[src/rtl/gtx_frame_pkg.sv]
// gtx_frame_pkg: lane frame format shared by the GTX framer and deframer.
package gtx_frame_pkg;

    localparam logic [15:0] SOF_MAGIC   = 16'hA55A;
    localparam int          HDR_SOF_LSB = 16;
    localparam int          HDR_SEQ_LSB = 8;
    localparam int          HDR_LEN_LSB = 0;

    typedef enum logic [1:0] {IDLE, HDR, PAY, TRL} frame_state_t;

    function automatic logic [31:0] make_header(input logic [15:0] sof, input logic [7:0] seq,
                                                input logic [7:0] len);
        return (32'(sof) << HDR_SOF_LSB) | (32'(seq) << HDR_SEQ_LSB) | (32'(len) << HDR_LEN_LSB);
    endfunction

endpackage

[src/rtl/gtx_frame_tx.sv]
// gtx_frame_tx: wraps FRAME_LEN source words as header/payload/XOR-trailer frames
// onto one core2gtx lane, dropping the partial frame when the link goes down.
module gtx_frame_tx
    import gtx_frame_pkg::*;
#(
    parameter int          DATA_W    = 32,
    parameter int          FRAME_LEN = 64,
    parameter logic [15:0] SOF_MAGIC = gtx_frame_pkg::SOF_MAGIC
) (
    input  logic              core_clk,
    input  logic              core_rst_n,
    input  logic              gtp_up,
    input  logic [DATA_W-1:0] src_tdata,
    input  logic              src_tvalid,
    output logic              src_tready,
    output logic [DATA_W-1:0] tx_tdata,
    output logic              tx_tvalid,
    input  logic              tx_tready,
    output logic              tx_tlast,
    output logic [15:0]       frame_cnt,
    output logic              abort_pulse
);

    localparam logic [8:0] LAST_IDX  = 9'(FRAME_LEN - 1);
    localparam logic [7:0] LEN_FIELD = 8'(FRAME_LEN - 1);

    frame_state_t      state, state_n;
    logic [DATA_W-1:0] tdata_n, csum, csum_n;
    logic              tvalid_n, tlast_n, abort_n;
    logic [7:0]        seq, seq_n;
    logic [8:0]        cnt, cnt_n;
    logic [15:0]       fcnt_n;
    logic              adv, take, trl_done, start;

    assign adv        = !tx_tvalid || tx_tready;
    // The first payload word is taken while the header leaves so frames stream gap-free.
    assign src_tready = (state == HDR || state == PAY) && gtp_up && adv;
    assign take       = src_tready && src_tvalid;
    assign trl_done   = state == TRL && tx_tvalid && tx_tlast && tx_tready;
    assign start      = (state == IDLE || trl_done) && gtp_up && src_tvalid && adv;

    always_comb begin
        state_n  = state;
        tdata_n  = tx_tdata;
        tvalid_n = tx_tvalid;
        tlast_n  = tx_tlast;
        csum_n   = csum;
        cnt_n    = cnt;
        seq_n    = seq;
        fcnt_n   = frame_cnt;
        abort_n  = 1'b0;
        case (state)
            IDLE: ;
            HDR, PAY: begin
                if (!gtp_up) begin
                    state_n  = IDLE;
                    tvalid_n = 1'b0;
                    tlast_n  = 1'b0;
                    abort_n  = 1'b1;
                end else if (take) begin
                    tdata_n  = src_tdata;
                    tvalid_n = 1'b1;
                    csum_n   = csum ^ src_tdata;
                    cnt_n    = cnt + 9'd1;
                    state_n  = (cnt == LAST_IDX) ? TRL : PAY;
                end else if (adv) begin
                    tvalid_n = 1'b0;
                    state_n  = PAY;
                end
            end
            TRL: begin
                // A trailer accepted as the link drops still counts as a completed frame.
                if (trl_done) begin
                    state_n  = IDLE;
                    tvalid_n = 1'b0;
                    tlast_n  = 1'b0;
                    seq_n    = seq + 8'd1;
                    fcnt_n   = frame_cnt + 16'd1;
                end else if (!gtp_up) begin
                    state_n  = IDLE;
                    tvalid_n = 1'b0;
                    tlast_n  = 1'b0;
                    abort_n  = 1'b1;
                end else if (adv) begin
                    tdata_n  = csum;
                    tvalid_n = 1'b1;
                    tlast_n  = 1'b1;
                end
            end
        endcase
        if (start) begin
            state_n  = HDR;
            tdata_n  = make_header(SOF_MAGIC, seq_n, LEN_FIELD);
            tvalid_n = 1'b1;
            tlast_n  = 1'b0;
            csum_n   = '0;
            cnt_n    = '0;
        end
    end

    always_ff @(posedge core_clk or negedge core_rst_n) begin
        if (!core_rst_n) begin
            state       <= IDLE;
            tx_tdata    <= '0;
            tx_tvalid   <= 1'b0;
            tx_tlast    <= 1'b0;
            csum        <= '0;
            cnt         <= '0;
            seq         <= '0;
            frame_cnt   <= '0;
            abort_pulse <= 1'b0;
        end else begin
            state       <= state_n;
            tx_tdata    <= tdata_n;
            tx_tvalid   <= tvalid_n;
            tx_tlast    <= tlast_n;
            csum        <= csum_n;
            cnt         <= cnt_n;
            seq         <= seq_n;
            frame_cnt   <= fcnt_n;
            abort_pulse <= abort_n;
        end
    end

endmodule
[config.mk]
export PLATFORM = sky130hd
export DESIGN_NAME = gtx_frame_tx
export DESIGN_NICKNAME = d
export VERILOG_FILES = /design/src/rtl/gtx_frame_pkg.sv /design/src/rtl/gtx_frame_tx.sv
export SDC_FILE = /design/constraint.sdc
export NUM_CORES = 1
export LEC_CHECK = 0
export CELL_PAD_IN_SITES_DETAIL_PLACEMENT = 0
export CELL_PAD_IN_SITES_GLOBAL_PLACEMENT = 1
export CORE_MARGIN = 2
export CORE_UTILIZATION = 33
export DETAILED_ROUTE_END_ITERATION = 8
export PLACE_DENSITY_LB_ADDON = 0.1
export SLEW_MARGIN = 40
export SYNTH_ARGS = -nofsm -noshare
export SYNTH_HDL_FRONTEND = slang
export SYNTH_SLANG_ARGS = --single-unit
[constraint.sdc]
create_clock -name core_clk -period 3.1 [get_ports core_clk]
set_input_delay 0.93 -clock core_clk [delete_from_list [all_inputs] [get_ports core_clk]]
set_output_delay 0.93 -clock core_clk [all_outputs]
set_load 0.02 [all_outputs]
==> results.ini <==
[outcome]
outcome=completed

[sta]
setup_tns_ns=0
final_max_slew_viol_count=0
finClkSkew_ns=0.00814
setup_viol=0
finalCritPeriodShare_pct=94.4
tightestPinTransition_ns=0.546
period_needed_ns=2.93
timing.final.ws_setup_ns=0.173
relSlewSlack_pct=63.3
fmax_mhz=342
grt_setup_unrepaired=no
hold_viol_final=0

[worst_setup_path]
worstPathRequired_ns=2.17
crit_path_max_fanout=2
cp_slowest_cell=clkdlybuf4s50_1
path_class=input pin to output port
path_cells=clkdlybuf4s50_1 > nand2b_1 > and3_1 > dlygate4sd2_1
r2r_setup_slack_ns=0.88
r2r_end=tx_tdata[30]
cp-endpoint=src_tready
worstPathArrival_ns=2.00
critPathLaunch=tx_tready
endpoint_kind=output port
reg2reg_depth=7
critPathLaunchType=input pin
cp_slowest_stage_delay_ns=0.41
rr_startpoint=state[0]

[routing]
viasPerCell=4.84
wl_um=11700
vias=3729
wire_per_inst_um=15.2
drt_pass1_iterations=4
drt_iter0_drc=142
drt.antenna.violating_nets=0
drc=0

[synth]
synth_top_flop_cell=dfrtp_1
synth.distinct_cells=42
ys_seq_area_share_pct=51.6
synth_edf_count=0
synthArstFlopShare_pct=100
syn_nets=533
post-synth-top-area-fraction_pct=51.6
netlist_area_um2=4950
ys_top_cells_by_area=dfrtp_1 (52%), xor2_1 (6.9%), mux2i_1 (6.3%)
synth_area_per_cell_um2=10.1
yosys.area.top_type=dfrtp_1
ys_ff_latch=102
yosys_warnings=0
synth.most_common_cell=dfrtp_1
synth_top_cells_by_count=dfrtp_1 (102), nand2_1 (74), nor2_1 (63)
synthCells=491

[floorplan]
die_h_um=126
start_util_pct=33.9
dieWidth_um=126
dieArea_um2=16000
num_rows=44
ios=89
core_area_um2=14600

[pwr]
power.density_nw_per_um2=856
leakagePower_nw=2.74
vdd_drop_max_uv=356

[placed_design]
place_congestion=0.799
dpl.hpwl_um=7910
place_ws_ns=-0.107
io_buffers=88

[hold_path]
hold_path_class=flop to flop
hold_path_depth=1

[global_routing]
grt_pass1_vias=3889
grt_antenna_before_repair=0
grt_pass1_wl_um=20000
overflow=0
grt_max_degree=37
grt_util_all_layers_pct=15.7

[clock_network]
cts-root-buf=clkbuf_16
htree_levels=3
cts_tree=done
postCtsSetupRepairBufs=0
cts.sink_count=102
path_clk_slew_ns=0.07
cts_buffers=9
insertion_delay_ns=0.36
clock_path_buffers=2

[final_layout]
fin_nets=624
drive_gt1_share_pct=8.36
syn2layout_area_growth_pct=29.8
fin_util_pct=44.0
diodes=0

[run]
cap_violations=0

## how the worst min path moves through the flow
stage / startpoint / end / slack (ns)
floorplan: seq[7] / seq[7] / 0.44
global placement: frame_cnt[15] / frame_cnt[15] / 0.46
detailed placement: seq[7] / seq[7] / 0.47
finish: frame_cnt[15] / frame_cnt[15] / 0.47
CTS: frame_cnt[15] / frame_cnt[15] / 0.48
global route: tx_tdata[15] / tx_tdata[15] / 0.50
## repair_timing
action	4_1_cts	5_1_grt
hold buffers	0	0
endpoints found under the setup margin	1	0
gates resized for setup	1	0
## cells by family after synthesis
family,after synthesis,share of synthesized area [%]
mux,32,6.50
simple gates,192,17.1
flops,102,51.6
xor+xnor,60,10.6
compound gates,64,9.15
buf+inv,36,3.77
fa+ha+maj,5,1.26
## area by class of cell
cell class                 count  area [µm²]
tap                          184         230
clock buffer                  11         243
fill                        1418        8170
timing repair buffer         110        1130
inverter                       6        22.5
clock inverter                 4        32.5
multi-input combinational    353        2210
sequential                   102        2550
## layout by cell type (no fill, tap or decap), drive strengths merged, types with 2 or more instances in the layout
master	instances
dfrtp	102
clkdlybuf4s50	86
nand2	74
nor2	63
xor2	39
mux2i	31
buf	23
xnor2	21
nand3	15
a31oi	15
o21ai	15
a21oi	13
clkbuf	11
o31ai	11
nand4	9
nor3	8
inv	7
and3	6
nor4	5
ha	5
nor2b	4
and4	4
clkinvlp	2
or3	2
## sequential cells by signal, indices dropped and copies added (netlist names)
register and cells:
abort_pulse 1, cnt 9, csum 32, frame_cnt 16
seq 8, state 2, tx_tdata 32, tx_tlast 1
tx_tvalid 1
## per-stage QoR
step	instance area, µm²	hold WS, ns	cells	total power, W
2_1_floorplan	4950	0.444	491	0.00354
3_3_place_gp	6150	0.458	755	0.00445
3_5_place_dp	6150	0.469	755	0.00448
4_1_cts	6420	0.480	770	0.00560
5_1_grt	6420	0.501	770	0.00593
6_report	6420	0.469	770	0.00550
## power breakdown
part	switching [W]	internal, W
logic	0.00127	0.00110
clock network	0.000514	0.000567
registers	0.000296	0.00176
## routing by layer
layer,track usage [%],part of all wire [%],vias to the layer above,routed length (µm)
li1,-,-,1841,-
met1,20.2,46,1803,5410
met2,25.7,47,73,5550
met3,4.18,5.0,12,591
met4,5.04,1.4,0,164
met5,0,0,-,0
## critical path: cells and delay by family
| kind | cells | cell delay, ns |
|---|---|---|
| buf+inv | 2 | 0.72 |
| simple gates | 2 | 0.35 |
Note: power is estimated with default switching activity, not from simulation.
